`src/rtl/alu_pkg.sv`:
```
// Shared ALU definitions: SELECT op codes, divider sequencer states and
// op-code decode helpers used by the ALU and the divide sequencer.
package alu_pkg;

  // 5-bit SELECT op codes for the divide class.
  localparam logic [4:0] SEL_DIV  = 5'b10001;
  localparam logic [4:0] SEL_DIVU = 5'b10101;
  localparam logic [4:0] SEL_REM  = 5'b11001;
  localparam logic [4:0] SEL_REMU = 5'b11101;

  // Divide sequencer states; IDLE encodes as zero so reset lands here.
  typedef enum logic [2:0] {
    ST_IDLE = 3'd0,
    ST_PREP = 3'd1,
    ST_RUN  = 3'd2,
    ST_FIX  = 3'd3,
    ST_DONE = 3'd4
  } div_state_e;

  // True for any of the four divide-class op codes.
  function automatic logic is_div_op(input logic [4:0] sel);
    return (sel == SEL_DIV) || (sel == SEL_DIVU) ||
           (sel == SEL_REM) || (sel == SEL_REMU);
  endfunction

  // True for the signed variants (DIV, REM).
  function automatic logic is_signed_op(input logic [4:0] sel);
    return (sel == SEL_DIV) || (sel == SEL_REM);
  endfunction

  // True when the op returns the remainder rather than the quotient.
  function automatic logic is_rem_op(input logic [4:0] sel);
    return (sel == SEL_REM) || (sel == SEL_REMU);
  endfunction

endpackage

```
`src/rtl/div_step.sv`:
```
// One radix-2 restoring division iteration on {rem, quo}: shift left by one,
// trial-subtract the divisor and keep the difference when it does not borrow.
module div_step #(
  parameter int XLEN = 32
) (
  input  logic [XLEN-1:0] rem_i,
  input  logic [XLEN-1:0] quo_i,
  input  logic [XLEN-1:0] divisor_i,
  output logic [XLEN-1:0] rem_o,
  output logic [XLEN-1:0] quo_o
);

  logic [XLEN:0]   rem_sh;
  logic [XLEN:0]   diff;
  logic            ge;

  // Shift, subtract at XLEN+1 bits and use the borrow bit as the compare.
  // When the shifted remainder overflows XLEN bits it exceeds any divisor,
  // and the low XLEN bits of the difference are still exact.
  always_comb begin
    rem_sh = {rem_i, quo_i[XLEN-1]};
    diff   = {1'b0, rem_sh[XLEN-1:0]} - {1'b0, divisor_i};
    ge     = rem_sh[XLEN] | ~diff[XLEN];
    rem_o  = ge ? diff[XLEN-1:0] : rem_sh[XLEN-1:0];
    quo_o  = {quo_i[XLEN-2:0], ge};
  end

endmodule

```
`src/rtl/div_sequencer.sv`:
```
// Multi-cycle RV32M divide/remainder sequencer (DIV, DIVU, REM, REMU).
// Handshake: an op is accepted on a rising CLK edge where START=1, SELECT is a
// divide op and the sequencer is IDLE or DONE; BUSY is high from the cycle
// after acceptance until the result is ready, then DONE pulses for one cycle
// with RESULT valid. RESULT holds until overwritten by a later operation.
module div_sequencer
  import alu_pkg::*;
#(
  parameter int XLEN      = 32,
  parameter int EARLY_OUT = 1
) (
  input  logic            CLK,
  input  logic            RESET_N,
  input  logic            START,
  input  logic [4:0]      SELECT,
  input  logic [XLEN-1:0] DATA1,
  input  logic [XLEN-1:0] DATA2,
  input  logic            FLUSH,
  output logic            BUSY,
  output logic            DONE,
  output logic [XLEN-1:0] RESULT,
  output logic [2:0]      DBG_STATE
);

  localparam int              CNT_W     = $clog2(XLEN);
  localparam logic [CNT_W-1:0] LAST_ITER = CNT_W'(XLEN - 1);
  localparam logic [XLEN-1:0] INT_MIN   = {1'b1, {(XLEN-1){1'b0}}};

  div_state_e       state_q, state_d;
  logic [XLEN-1:0]  quo_q, quo_d;       // dividend, then quotient as it forms
  logic [XLEN-1:0]  dvs_q, dvs_d;       // divisor
  logic [XLEN-1:0]  rem_q, rem_d;       // partial remainder
  logic [XLEN-1:0]  result_q, result_d;
  logic [CNT_W-1:0] cnt_q, cnt_d;
  logic             is_signed_q, is_signed_d;
  logic             is_rem_q, is_rem_d;
  logic             qsign_q, qsign_d;
  logic             rsign_q, rsign_d;

  logic             accept;
  logic             dvd_neg, dvs_neg, dvs_zero, is_ovf;
  logic [XLEN-1:0]  dvd_abs, dvs_abs, quo_fix, rem_fix;
  logic [XLEN-1:0]  step_rem, step_quo;

  // In PREP, quo_q/dvs_q still hold the raw operands captured at accept.
  assign accept   = START && is_div_op(SELECT) &&
                    ((state_q == ST_IDLE) || (state_q == ST_DONE));
  assign dvd_neg  = is_signed_q & quo_q[XLEN-1];
  assign dvs_neg  = is_signed_q & dvs_q[XLEN-1];
  assign dvd_abs  = dvd_neg ? -quo_q : quo_q;
  assign dvs_abs  = dvs_neg ? -dvs_q : dvs_q;
  assign dvs_zero = (dvs_q == '0);
  assign is_ovf   = is_signed_q && (quo_q == INT_MIN) && (dvs_q == '1);
  assign quo_fix  = qsign_q ? -quo_q : quo_q;
  assign rem_fix  = rsign_q ? -rem_q : rem_q;

  div_step #(.XLEN(XLEN)) u_step (
    .rem_i     (rem_q),
    .quo_i     (quo_q),
    .divisor_i (dvs_q),
    .rem_o     (step_rem),
    .quo_o     (step_quo)
  );

  // Next-state and datapath update; every target defaults to hold.
  always_comb begin
    state_d     = state_q;
    quo_d       = quo_q;
    dvs_d       = dvs_q;
    rem_d       = rem_q;
    result_d    = result_q;
    cnt_d       = cnt_q;
    is_signed_d = is_signed_q;
    is_rem_d    = is_rem_q;
    qsign_d     = qsign_q;
    rsign_d     = rsign_q;

    if (FLUSH) begin
      // Abort wins over everything, including a simultaneous START.
      state_d = ST_IDLE;
    end else begin
      case (state_q)
        ST_IDLE, ST_DONE: begin
          if (accept) begin
            state_d     = ST_PREP;
            quo_d       = DATA1;
            dvs_d       = DATA2;
            is_signed_d = is_signed_op(SELECT);
            is_rem_d    = is_rem_op(SELECT);
          end else begin
            state_d = ST_IDLE;
          end
        end
        ST_PREP: begin
          quo_d   = dvd_abs;
          dvs_d   = dvs_abs;
          rem_d   = '0;
          cnt_d   = '0;
          // A zero divisor must give an all-ones quotient whatever the
          // dividend sign, so the iterative path never negates it.
          qsign_d = (dvd_neg ^ dvs_neg) & ~dvs_zero;
          rsign_d = dvd_neg;
          if ((EARLY_OUT != 0) && dvs_zero) begin
            state_d  = ST_DONE;
            result_d = is_rem_q ? quo_q : '1;
          end else if ((EARLY_OUT != 0) && is_ovf) begin
            state_d  = ST_DONE;
            result_d = is_rem_q ? '0 : INT_MIN;
          end else begin
            state_d = ST_RUN;
          end
        end
        ST_RUN: begin
          rem_d = step_rem;
          quo_d = step_quo;
          if (cnt_q == LAST_ITER) begin
            state_d = ST_FIX;
          end else begin
            cnt_d = cnt_q + 1'b1;
          end
        end
        ST_FIX: begin
          result_d = is_rem_q ? rem_fix : quo_fix;
          state_d  = ST_DONE;
        end
        default: state_d = ST_IDLE;
      endcase
    end
  end

  // State and datapath registers with asynchronous active-low reset.
  always_ff @(posedge CLK or negedge RESET_N) begin
    if (!RESET_N) begin
      state_q     <= ST_IDLE;
      quo_q       <= '0;
      dvs_q       <= '0;
      rem_q       <= '0;
      result_q    <= '0;
      cnt_q       <= '0;
      is_signed_q <= 1'b0;
      is_rem_q    <= 1'b0;
      qsign_q     <= 1'b0;
      rsign_q     <= 1'b0;
    end else begin
      state_q     <= state_d;
      quo_q       <= quo_d;
      dvs_q       <= dvs_d;
      rem_q       <= rem_d;
      result_q    <= result_d;
      cnt_q       <= cnt_d;
      is_signed_q <= is_signed_d;
      is_rem_q    <= is_rem_d;
      qsign_q     <= qsign_d;
      rsign_q     <= rsign_d;
    end
  end

  // Outputs decode directly from the registered state.
  always_comb begin
    BUSY      = (state_q == ST_PREP) || (state_q == ST_RUN) || (state_q == ST_FIX);
    DONE      = (state_q == ST_DONE);
    RESULT    = result_q;
    DBG_STATE = state_q;
  end

endmodule

```
`config.mk`:
```
export PLATFORM = sky130hd
export DESIGN_NAME = div_sequencer
export DESIGN_NICKNAME = d
export VERILOG_FILES = /design/src/rtl/alu_pkg.sv /design/src/rtl/div_step.sv /design/src/rtl/div_sequencer.sv
export SDC_FILE = /design/constraint.sdc
export NUM_CORES = 1
export LEC_CHECK = 0
export BUFFER_PORTS_ARGS = -buffer_cell sky130_fd_sc_hd__buf_2
export CAP_MARGIN = 20
export CORE_MARGIN = 5
export CORE_UTILIZATION = 41
export DETAILED_ROUTE_END_ITERATION = 16
export PLACE_DENSITY = 0.69
export SLEW_MARGIN = 15
export SYNTH_ARGS = -nofsm -noshare
export SYNTH_HDL_FRONTEND = slang
export SYNTH_SLANG_ARGS = --single-unit
```
`constraint.sdc`:
```
create_clock -name CLK -period 3.7 [get_ports CLK]
set_input_delay 0.555 -clock CLK [delete_from_list [all_inputs] [get_ports CLK]]
set_output_delay 0.555 -clock CLK [all_outputs]
set_load 0.01 [all_outputs]
```
==> results_dict.tcl <==
set metrics [dict create \
    max-cap-violations 0 \
    synth_cell_types 75 \
    cp.arrival_ps 3690 \
    holdBufCountCts 0 \
    grt_use_total_pct 25.5 \
    setup_tns_ps 0 \
    rows 59 \
    place_congestion 0.952 \
    grt_max_degree 78 \
    postSynthCellCount 1371 \
    yosysWarnings 0 \
    grt_pass1_vias 10578 \
    ant_nets 0 \
    wl_per_cell_um 20.9 \
    layout_min_cycle_time_ps 3340 \
    place_hpwl_um 27900 \
    postSynthAreaPerCell_sq_um 7.84 \
    crit_top_cell "nor4_2" \
    first_iter_violations 1101 \
    critPathMaxStageDelay_ps 520 \
    port_buffers 109 \
    cts_resized 0 \
    max-vdd-ir-drop_v 0.000253 \
    dp.cells 1768 \
    grt_setup_unrepaired "false" \
    coreArea_sq_mm 0.0259 \
    area_growth_pct 15.2 \
    via_per_inst 6.16 \
    p_leak_nw 5.36 \
    drtPass1Iterations 7 \
    vias 11086 \
    fin_cells 1801 \
    fin_total_pwr_mw 5.58 \
    h-tree-depth 4 \
    netlist_area_sq_mm 0.0107 \
    status "finished clean" \
    clkTransAtPathRegs_ps 70 \
    antenna_found_initial 0 \
    synth_nets 1483 \
    required_ps 4050 \
    drc 0 \
    max_freq_ghz 0.300 \
    ioPinCount 110 \
    relSlewSlack_pct 27.6 \
    die_w_um 172 \
    synth_edf_count 0 \
    skew_ps 14.1 \
    holdWs_ps 129 \
    clock_sinks 140 \
    start_kind "flop" \
    synthTopCellsByArea "dfrtp_1, o21ai_0, a21oi_1" \
    ys_ff_latch 140 \
    dr.max_layer_used "met4" \
    power_density_mw_per_mm2 451 \
    initial_core_util_pct 41.5 \
    met2_length_um 17300 \
    final-hold-violation-count 0 \
    end_kind "flop" \
    grt.overflow.total 0 \
    async_flop_share_pct 100 \
    cts_root_buf "clkbuf_16" \
    diodes 0 \
    tritoncts "done" \
    numCtsBuffers 17 \
    yosys.area.top_type_share_pct 32.6 \
    path_class "reg2reg" \
    wl_met3_um 2830 \
    slowest_stage "or3b_2" \
    postCtsSetupRepairBufs 0 \
    path_buf_inv 2 \
    fin_crit_sh_pct 90.2 \
    nets 1566 \
    setup_viol 0 \
    yosysTopAreaCell "dfrtp_1" \
    path_max_fanout 14 \
    yosysSeqAreaShare_pct 32.6 \
    cts_buffer_depth 2 \
    cp_top_family "simple AND/OR/NAND/NOR gates" \
    cp_cell_sequence "inv_1 -> ha_1 -> or3b_2 -> nor4_2 -> nand4_1 -> nor4_2 -> buf_4 -> and2_1 -> nor2_1 -> o221a_2 -> o21ai_0" \
    drive_above_1_share_pct 15.5 \
    drv_slew 0 \
    die_area_sq_mm 0.0295 \
    clkLatencyLatePin_ps 440 \
    fillers 2521 \
    die_h_um 172 \
    tightestPinTransition_ps 1080 \
    worstHoldPathType "in2async" \
    grt_first_pass_wirelength_um 59800 \
    ys.flop_type "dfrtp_1" \
    wl_met1_um 15900 \
    routed_wl_um 37600 \
]
[final timing paths]
kind / slack, ps / depth (start not counted) / from / endpoint
setup / recovery: 360 / 11 / dvs_q[1] / RESULT[17]
setup reg to reg: 360 / 11 / dvs_q[1] / RESULT[17]
max in group asynchronous: 2740 / 2 / RESET_N / dvs_q[24]
min in group CLK: 320 / 2 / SELECT[2] / is_signed_q
hold reg to reg: 480 / 2 / RESULT[10] / RESULT[10]
hold / removal: 130 / 1 / RESET_N / quo_q[27]
[state kept, by name (all words and copies together), names as in the netlist]
register / cells
dvs_q: 32
cnt_q: 5
is_rem_q: 1
quo_q: 32
DBG_STATE: 3
RESULT: 32
qsign_q: 1
is_signed_q: 1
rsign_q: 1
rem_q: 32
[worst register-to-register path: stages (launching register included)]
cell     delay (ps)
dfrtp_1         440
inv_1           130
ha_1            210
or3b_2          520
nor4_2          340
nand4_1         270
nor4_2          200
buf_4           210
and2_1          410
nor2_1          110
o221a_2         260
o21ai_0         150
[through the flow]
step	setup slack, ps	utilization (%)	area [sq um]
after floorplan	681	-	10700
after global placement	515	45.3	11700
after detailed placement	398	45.3	11700
after CTS	374	47.6	12300
after global routing	82.9	47.8	12400
final	363	47.8	12400
[synthesized netlist by cell type, types with 12 or more instances]
cell type and instances:
o21ai_0 163, nand2_1 146, dfrtp_1 140, a21oi_1 123, nor2_1 114, clkbuf_1 76, nor3_1 68, inv_1 55
xnor2_1 39, ha_1 38, xor2_1 32, o31ai_1 23, a221oi_1 22, nand3_1 21, or3_1 21, mux2i_1 20
a21o_1 17, nand4_1 16, a32oi_1 15, a31oi_1 12, o41ai_1 12
[routing by layer]
metal / track usage [%] / vias to the layer above
met5: 0 / -
li1: - / 5212
met1: 34.5 / 5293
met3: 4.78 / 80
met2: 40.4 / 501
met4: 10.4 / 0
[logic make-up after synthesis]
group	after synthesis	share of synthesized area, %
fa+ha+maj	39	4.61
buf+inv	146	5.33
compound gates	481	28.3
mux	20	1.86
simple gates	474	21.5
xor+xnor	71	5.79
flops	140	32.6
[where the power goes]
group / leakage [nW] / internal (mW) / switching (mW) / total (mW)
Combinational: 3.23 / 0.636 / 1.01 / 1.64
Clock: 0.292 / 1.08 / 0.753 / 1.84
Sequential: 1.84 / 1.73 / 0.367 / 2.10
Total: 5.36 / 3.46 / 2.13 / 5.58
[cell usage in the layout (no fill, tap or decap), types with 21 or more instances in the layout]
cell type	netlist	final
a21oi_1	123	123
buf_4	0	42
nand3_1	21	21
o21ai_0	163	163
a221oi_1	22	22
buf_2	2	108
xnor2_1	39	39
nor3_1	68	67
nor2_1	114	112
inv_1	55	55
dfrtp_1	140	140
o31ai_1	23	22
xor2_1	32	32
or3_1	21	21
nand2_1	146	146
ha_1	38	38
[final cells by class]
| cell class | instances | area, sq um | share of cell area, % |
|---|---|---|---|
| Multi-Input combinational cell | 1085 | 6710 | 54.2 |
| Sequential cell | 140 | 3500 | 28.3 |
| Timing Repair Buffer | 154 | 926 | 7.48 |
| Clock buffer | 19 | 443 | 3.58 |
| Tap cell | 335 | 419 | 3.39 |
| Inverter | 56 | 210 | 1.70 |
| Clock inverter | 12 | 165 | 1.33 |
Note: power is estimated with default switching activity, not from simulation.
